[config.mk]
export PLATFORM = sky130hd
export DESIGN_NAME = div_sign_restore_flat
export DESIGN_NICKNAME = d
export VERILOG_FILES = /design/src/rtl/div_sign_restore_pkg.sv /design/src/rtl/div_sign_restore_if.sv /design/src/rtl/div_sign_restore_cond_negate.sv /design/src/rtl/div_sign_restore.sv /design/src/flat_wrapper.sv
export SDC_FILE = /design/constraint.sdc
export NUM_CORES = 1
export LEC_CHECK = 0
export CAP_MARGIN = 20
export CORE_MARGIN = 2
export CORE_UTILIZATION = 41
export CTS_BUF_LIST = sky130_fd_sc_hd__clkbuf_2 sky130_fd_sc_hd__clkbuf_4 sky130_fd_sc_hd__clkbuf_8
export DETAILED_ROUTE_END_ITERATION = 16
export PLACE_DENSITY_LB_ADDON = 0.2
export SLEW_MARGIN = 0
export SYNTH_ARGS = -nofsm -noshare
export SYNTH_HDL_FRONTEND = slang
export SYNTH_SLANG_ARGS = --single-unit
[constraint.sdc]
create_clock -name clk -period 7.5 [get_ports clk]
set_clock_uncertainty 0.1 [all_clocks]
set_input_delay 0.75 -clock clk [delete_from_list [all_inputs] [get_ports clk]]
set_output_delay 0.75 -clock clk [all_outputs]
set_load 0.005 [all_outputs]
[src/rtl/div_sign_restore_pkg.sv]
// Shared constants and helpers for the mul_div sign-restore stage.
// Holds the default width, the constant patterns and the special-case classifier.
package div_sign_restore_pkg;

    localparam int DATA_WIDTH = 32;

    localparam logic [DATA_WIDTH-1:0] ALL_ONES = {DATA_WIDTH{1'b1}};
    localparam logic [DATA_WIDTH-1:0] MIN_NEG  = {1'b1, {(DATA_WIDTH-1){1'b0}}};

    // Which special-case result, if any, replaces the sign-restored magnitudes.
    typedef enum logic [1:0] {
        EXC_NONE = 2'd0,
        EXC_DIV0 = 2'd1,
        EXC_OVF  = 2'd2
    } exc_e;

    // Divide-by-zero outranks overflow; overflow only exists for signed ops.
    function automatic exc_e exc_kind(input logic div_by_zero,
                                      input logic overflow,
                                      input logic is_signed);
        exc_e kind;
        kind = EXC_NONE;
        if (div_by_zero) begin
            kind = EXC_DIV0;
        end else if (overflow && is_signed) begin
            kind = EXC_OVF;
        end
        return kind;
    endfunction

endpackage

[src/rtl/div_sign_restore_if.sv]
// Input beat and result beat bundle between the divider core, the sign-restore
// stage and the mul_div result mux; master drives inputs, slave is the stage.
interface div_sign_restore_if #(
    parameter int DATA_WIDTH = div_sign_restore_pkg::DATA_WIDTH
);
    logic                  in_valid;
    logic                  in_ready;
    logic                  is_signed;
    logic                  dividend_neg;
    logic                  divisor_neg;
    logic                  div_by_zero;
    logic                  overflow;
    logic [DATA_WIDTH-1:0] dividend_raw;
    logic [DATA_WIDTH-1:0] quotient_mag;
    logic [DATA_WIDTH-1:0] remainder_mag;

    logic                  out_valid;
    logic                  out_ready;
    logic [DATA_WIDTH-1:0] quotient;
    logic [DATA_WIDTH-1:0] remainder;
    logic                  out_exc;

    modport master (
        output in_valid, is_signed, dividend_neg, divisor_neg,
               div_by_zero, overflow, dividend_raw, quotient_mag, remainder_mag,
               out_ready,
        input  in_ready, out_valid, quotient, remainder, out_exc
    );

    modport slave (
        input  in_valid, is_signed, dividend_neg, divisor_neg,
               div_by_zero, overflow, dividend_raw, quotient_mag, remainder_mag,
               out_ready,
        output in_ready, out_valid, quotient, remainder, out_exc
    );

endinterface

[src/rtl/div_sign_restore_cond_negate.sv]
// cond_negate: two's-complement negate of x when n is set, modulo 2^DATA_WIDTH.
// The most negative magnitude maps onto itself; no overflow indication is produced.
module cond_negate #(
    parameter int DATA_WIDTH = 32
) (
    input  logic [DATA_WIDTH-1:0] x,
    input  logic                  n,
    output logic [DATA_WIDTH-1:0] y
);

    assign y = (x ^ {DATA_WIDTH{n}}) + DATA_WIDTH'(n);

endmodule

[src/rtl/div_sign_restore.sv]
// div_sign_restore: 2-stage valid/ready stage turning divider magnitudes into DIV/DIVU/REM/REMU results.
// Special-case results (div-by-zero, signed overflow) exist only with DIV_SIGN_RESTORE_EXCEPTION_EN defined.
module div_sign_restore #(
    parameter int DATA_WIDTH = div_sign_restore_pkg::DATA_WIDTH
) (
    input  logic               clk,
    input  logic               reset_n,
    div_sign_restore_if.slave  bus
);
    import div_sign_restore_pkg::*;

    typedef struct packed {
`ifdef DIV_SIGN_RESTORE_EXCEPTION_EN
        exc_e                  exc;
        logic [DATA_WIDTH-1:0] dividend;
`endif
        logic                  q_neg;
        logic                  r_neg;
        logic [DATA_WIDTH-1:0] q_mag;
        logic [DATA_WIDTH-1:0] r_mag;
    } s1_t;

    s1_t                   s1_d;
    s1_t                   s1_q;
    logic                  s1_valid;
    logic                  s2_valid;
    logic                  s1_adv;
    logic                  s2_adv;
    logic                  in_fire;

    logic [DATA_WIDTH-1:0] q_signed;
    logic [DATA_WIDTH-1:0] r_signed;
    logic [DATA_WIDTH-1:0] q_next;
    logic [DATA_WIDTH-1:0] r_next;
    logic                  exc_next;
    logic [DATA_WIDTH-1:0] q_r;
    logic [DATA_WIDTH-1:0] r_r;
    logic                  exc_r;

    // Each stage moves when its downstream slot is empty or being drained.
    assign s2_adv       = !s2_valid || bus.out_ready;
    assign s1_adv       = !s1_valid || s2_adv;
    assign bus.in_ready = s1_adv;
    assign in_fire      = bus.in_valid && s1_adv;

    // S1 payload: capture magnitudes and fold the operand signs into negate flags.
    always_comb begin
        // NOTE: every field gets a default first so no path leaves a latch behind.
        s1_d       = '0;
        s1_d.q_neg = bus.is_signed & (bus.dividend_neg ^ bus.divisor_neg);
        s1_d.r_neg = bus.is_signed & bus.dividend_neg;
        s1_d.q_mag = bus.quotient_mag;
        s1_d.r_mag = bus.remainder_mag;
`ifdef DIV_SIGN_RESTORE_EXCEPTION_EN
        s1_d.dividend = bus.dividend_raw;
        s1_d.exc      = exc_kind(bus.div_by_zero, bus.overflow, bus.is_signed);
`endif
    end

`ifndef DIV_SIGN_RESTORE_EXCEPTION_EN
    logic unused_exc_inputs;
    assign unused_exc_inputs = ^{bus.div_by_zero, bus.overflow, bus.dividend_raw};
`endif

    // NOTE: payload registers carry no reset; s1_valid alone decides whether they mean anything.
    always_ff @(posedge clk) begin
        if (in_fire) begin
            s1_q <= s1_d;
        end
    end

    cond_negate #(.DATA_WIDTH(DATA_WIDTH)) u_neg_quotient (
        .x (s1_q.q_mag),
        .n (s1_q.q_neg),
        .y (q_signed)
    );

    cond_negate #(.DATA_WIDTH(DATA_WIDTH)) u_neg_remainder (
        .x (s1_q.r_mag),
        .n (s1_q.r_neg),
        .y (r_signed)
    );

    // S2 result select: special cases override the sign-restored magnitudes.
    always_comb begin
        q_next   = q_signed;
        r_next   = r_signed;
        exc_next = 1'b0;
`ifdef DIV_SIGN_RESTORE_EXCEPTION_EN
        unique case (s1_q.exc)
            EXC_DIV0: begin
                q_next   = '1;
                r_next   = s1_q.dividend;
                exc_next = 1'b1;
            end
            EXC_OVF: begin
                q_next   = s1_q.dividend;
                r_next   = '0;
                exc_next = 1'b1;
            end
            default: begin
                q_next   = q_signed;
                r_next   = r_signed;
                exc_next = 1'b0;
            end
        endcase
`endif
    end

    // Reset drops every in-flight beat; the visible outputs also clear.
    always_ff @(posedge clk or negedge reset_n) begin
        if (!reset_n) begin
            s1_valid <= 1'b0;
            s2_valid <= 1'b0;
            q_r      <= '0;
            r_r      <= '0;
            exc_r    <= 1'b0;
        end else begin
            // NOTE: state updates are non-blocking so both stages shift off the same pre-edge values.
            if (s1_adv) begin
                s1_valid <= bus.in_valid;
            end
            if (s2_adv) begin
                s2_valid <= s1_valid;
                if (s1_valid) begin
                    q_r   <= q_next;
                    r_r   <= r_next;
                    exc_r <= exc_next;
                end
            end
        end
    end

    assign bus.out_valid = s2_valid;
    assign bus.quotient  = q_r;
    assign bus.remainder = r_r;
    assign bus.out_exc   = exc_r;

    // A stalled result must not change under the consumer.
    a_hold_stable: assert property (
        @(posedge clk) disable iff (!reset_n)
        (s2_valid && !bus.out_ready) |=> (s2_valid && $stable(q_r) && $stable(r_r) && $stable(exc_r))
    );

    a_no_accept_when_full: assert property (
        @(posedge clk) disable iff (!reset_n)
        (s1_valid && s2_valid && !bus.out_ready) |-> !bus.in_ready
    );

endmodule

[src/flat_wrapper.sv]
// flat-port wrapper written by rule: the top's interface ports become plain ports
module div_sign_restore_flat import div_sign_restore_pkg::*;
#(
    parameter int DATA_WIDTH = div_sign_restore_pkg::DATA_WIDTH
)
  (clk, reset_n, bus_in_valid, bus_is_signed, bus_dividend_neg, bus_divisor_neg, bus_div_by_zero, bus_overflow, bus_dividend_raw, bus_quotient_mag, bus_remainder_mag, bus_out_ready, bus_in_ready, bus_out_valid, bus_quotient, bus_remainder, bus_out_exc);
  div_sign_restore_if #(.DATA_WIDTH(DATA_WIDTH)) bus_i ();
  input  logic clk;
  input  logic reset_n;
  input wire logic [$bits(bus_i.in_valid)-1:0] bus_in_valid;
  input wire logic [$bits(bus_i.is_signed)-1:0] bus_is_signed;
  input wire logic [$bits(bus_i.dividend_neg)-1:0] bus_dividend_neg;
  input wire logic [$bits(bus_i.divisor_neg)-1:0] bus_divisor_neg;
  input wire logic [$bits(bus_i.div_by_zero)-1:0] bus_div_by_zero;
  input wire logic [$bits(bus_i.overflow)-1:0] bus_overflow;
  input wire logic [$bits(bus_i.dividend_raw)-1:0] bus_dividend_raw;
  input wire logic [$bits(bus_i.quotient_mag)-1:0] bus_quotient_mag;
  input wire logic [$bits(bus_i.remainder_mag)-1:0] bus_remainder_mag;
  input wire logic [$bits(bus_i.out_ready)-1:0] bus_out_ready;
  output wire logic [$bits(bus_i.in_ready)-1:0] bus_in_ready;
  output wire logic [$bits(bus_i.out_valid)-1:0] bus_out_valid;
  output wire logic [$bits(bus_i.quotient)-1:0] bus_quotient;
  output wire logic [$bits(bus_i.remainder)-1:0] bus_remainder;
  output wire logic [$bits(bus_i.out_exc)-1:0] bus_out_exc;
  assign bus_i.in_valid = bus_in_valid;
  assign bus_i.is_signed = bus_is_signed;
  assign bus_i.dividend_neg = bus_dividend_neg;
  assign bus_i.divisor_neg = bus_divisor_neg;
  assign bus_i.div_by_zero = bus_div_by_zero;
  assign bus_i.overflow = bus_overflow;
  assign bus_i.dividend_raw = bus_dividend_raw;
  assign bus_i.quotient_mag = bus_quotient_mag;
  assign bus_i.remainder_mag = bus_remainder_mag;
  assign bus_i.out_ready = bus_out_ready;
  assign bus_in_ready = bus_i.in_ready;
  assign bus_out_valid = bus_i.out_valid;
  assign bus_quotient = bus_i.quotient;
  assign bus_remainder = bus_i.remainder;
  assign bus_out_exc = bus_i.out_exc;
  div_sign_restore #(.DATA_WIDTH(DATA_WIDTH)) u_core (.clk(clk), .reset_n(reset_n), .bus(bus_i));
endmodule
==> results.json <==
{
  "synthFlopType": "edfxtp_1",
  "timing_max_transition_violations_final": 0,
  "synthAdderAreaFrac_pct": 0.6509,
  "layout-area-overhead-vs-synth_pct": 26.31,
  "crit_fanout": 71,
  "multi_input_area_mm2": 0.003846,
  "ctsResizeCount": 0,
  "regArea_mm2": 0.003633,
  "p_comb_share_pct": 20.6,
  "dr_total_vias": 5824,
  "grtUsageTotal_pct": 18.88,
  "mostFrequentLayoutCell": "clkdlybuf4s50_1",
  "yosys-top-cells-area": "edfxtp_1, dfrtp_1, xnor2_1, xor2_1, nand2_1",
  "syn-cell-area_mm2": 0.007689,
  "antenna_found_initial": 0,
  "io_buffer_count": 136,
  "cts_buffer_depth": 2,
  "cts_buffers": 17,
  "row_count": 50,
  "clkTransAtPathRegs_ns": 0.08,
  "dieArea_mm2": 0.01986,
  "switchingPower_uw": 565.8,
  "ctsHoldBuffers": 0,
  "outcome": "complete, no violations",
  "synth_xor_xnor_area_share_pct": 10.25,
  "drtPass1Iterations": 5,
  "avgSynthCellArea_um2": 10.92,
  "swShare_pct": 25.80,
  "clock-sinks": 132,
  "setup_slack_ns": 4.429,
  "ios": 172,
  "grt_overflow": 0,
  "drc": 0,
  "critical_path_class": "reg2reg",
  "synth_area_leader_cell": "edfxtp_1",
  "start_kind": "flop",
  "place_hpwl_um": 12600,
  "async_flop_share_pct": 50.00,
  "pwr-share-clk_pct": 36.2,
  "core_mm2": 0.01858,
  "chipWidth_um": 140.9,
  "synth-simple-area-share_pct": 23.63,
  "drtAntennaViolNets": 0,
  "ys_ff_latch": 132,
  "die_h_um": 140.9,
  "leakagePower_uw": 0.003640,
  "ys_seq_area_share_pct": 47.26,
  "drt-initial-drc-count": 391,
  "pwr_density_cell_mw_per_mm2": 225.8,
  "cts-root-buf": "clkbuf_8",
  "insertion_delay_ns": 0.45,
  "final-setup-viol-count": 0,
  "power_frac_seq_pct": 43.2,
  "diodes": 0,
  "drive_gt1_share_pct": 11.12,
  "internal_power_uw": 1627,
  "synth_nets": 813,
  "wl_um": 17930,
  "grt_max_degree": 72,
  "hold_viol_final": 0,
  "avgRoutedWirePerCell_um": 16.75,
  "fin_cells": 1070,
  "initial_core_util_pct": 41.38,
  "utilization_pct": 52.27,
  "syn-instance-count": 704,
  "n_fill_cell": 1676,
  "layout.nets": 932,
  "post-place-ws_ns": 4.271,
  "grt_pass1_vias": 5695,
  "yosys_warnings": 0,
  "synth_top_area_share_pct": 25.78,
  "tns_ns": 0,
  "max_freq_mhz": 325.6,
  "cts_tree": "yes",
  "globalplace.congestion": 0.8856,
  "htreeDepth": 4,
  "grt_setup_unrepaired": "false",
  "synth-edff-count": 66,
  "yosysUniqueCellTypes": 72,
  "synth-compound-area-share_pct": 13.46,
  "grt_pass1_wl_um": 29610,
  "worstHoldPathType": "reg2reg",
  "synth_top_family_by_area": "simple AND/OR/NAND/NOR gates",
  "ir_drop_mv": 0.1111,
  "critPathArrivalTime_ns": 3.33,
  "worst_pin_slew_ns": 0.9222,
  "final_cell_mix": "clkdlybuf4s50_1, nand2_1, dfrtp_1, edfxtp_1, xnor2_1",
  "numPlacedInstances": 1038,
  "layout_min_cycle_time_ns": 3.071,
  "viasPerCell": 5.443,
  "postCtsSetupBuffers": 0,
  "muxShareOfSynthArea_pct": 1.871,
  "endpoint_kind": "flop",
  "cp.required_ns": 7.76,
  "cap_violations": 0,
  "maxSlewHeadroom_pct": 38.52,
  "fin_crit_sh_pct": 40.95,
  "p_total_uw": 2193
}
final cells by class:
cell class	instances	share of cell area [%]
tap	234	3.015
timing repair buffer	141	14.35
clock buffer	19	2.564
clock inverter	13	2.860
sequential	132	37.41
inverter	5	0.1932
multi-input combinational	526	39.60
synth_stat cells (11+ instances only):
cell type / number
and3b_1: 11
nand2b_1: 11
nor3_1: 20
buf_2: 12
dfrtp_1: 66
xor2_1: 40
xnor2_1: 50
a21oi_1: 30
nand4_1: 13
and3_1: 12
nand2_1: 77
o21ai_0: 31
nor2_1: 45
edfxtp_1: 66
nor2b_1: 12
and2_1: 12
clkbuf_1: 21
routing by layer:
metal	GRT usage (%)	wire, µm	vias to the layer above
met5	0	0	-
met4	5.789	301	0
met3	4.789	1027	23
met2	29.81	8358	172
met1	25.71	8238	2807
li1	-	-	2822
metrics by stage:
stage | instance area [µm²] | hold slack (ns)
floorplan | 7689 | 0.3544
global placement | 9185 | 0.3566
detailed placement | 9185 | 0.3600
CTS | 9712 | 0.3776
global route | 9712 | 0.3946
finish | 9712 | 0.3690
logic make-up (layout without fill, tap and decap cells):
kind of cell | Yosys count | count (layout)
simple gates | 285 | 285
compound gates | 133 | 133
flops | 132 | 132
xor+xnor | 90 | 90
buf+inv | 46 | 178
mux | 13 | 13
fa+ha+maj | 4 | 4
other cells | 1 | 1
critical path, stage by stage (launching register included):
cell,delay [ns]
edfxtp_1,0.32
buf_4,0.59
ha_1,0.42
ha_1,0.38
or4b_2,0.62
a21oi_1,0.16
nor2_1,0.06
xnor2_1,0.12
o21ai_0,0.16
state kept, by name (all words and copies together), names as in the netlist:
name / cells
u_core.bus.out_valid: 1
u_core.bus.quotient: 32
u_core.bus.remainder: 32
u_core.s1_q: 66
u_core.s1_valid: 1
power groups by stage:
| stage | Combinational [µW] | Sequential (µW) | Clock, µW |
|---|---|---|---|
| floorplan | 226 | 944 | 0 |
| global placement | 448 | 959 | 0 |
| detailed placement | 457 | 963 | 0 |
| CTS | 459 | 949 | 815 |
| global route | 500 | 962 | 844 |
| finish | 452 | 948 | 793 |
worst paths after layout:
kind,depth (start not counted),startpoint,slack (ns),end
max,8,u_core.s1_q[65],4.43,u_core.bus.quotient[6]
min reg2reg,2,u_core.bus.quotient[2],0.37,u_core.bus.quotient[2]
max in group asynchronous,2,reset_n,6.32,u_core.bus.quotient[28]
min,2,u_core.bus.quotient[2],0.37,u_core.bus.quotient[2]
min in group asynchronous,2,reset_n,0.41,u_core.bus.quotient[7]
max reg2reg,8,u_core.s1_q[65],4.43,u_core.bus.quotient[6]
No activity file was read; power rests on OpenSTA's default activity.
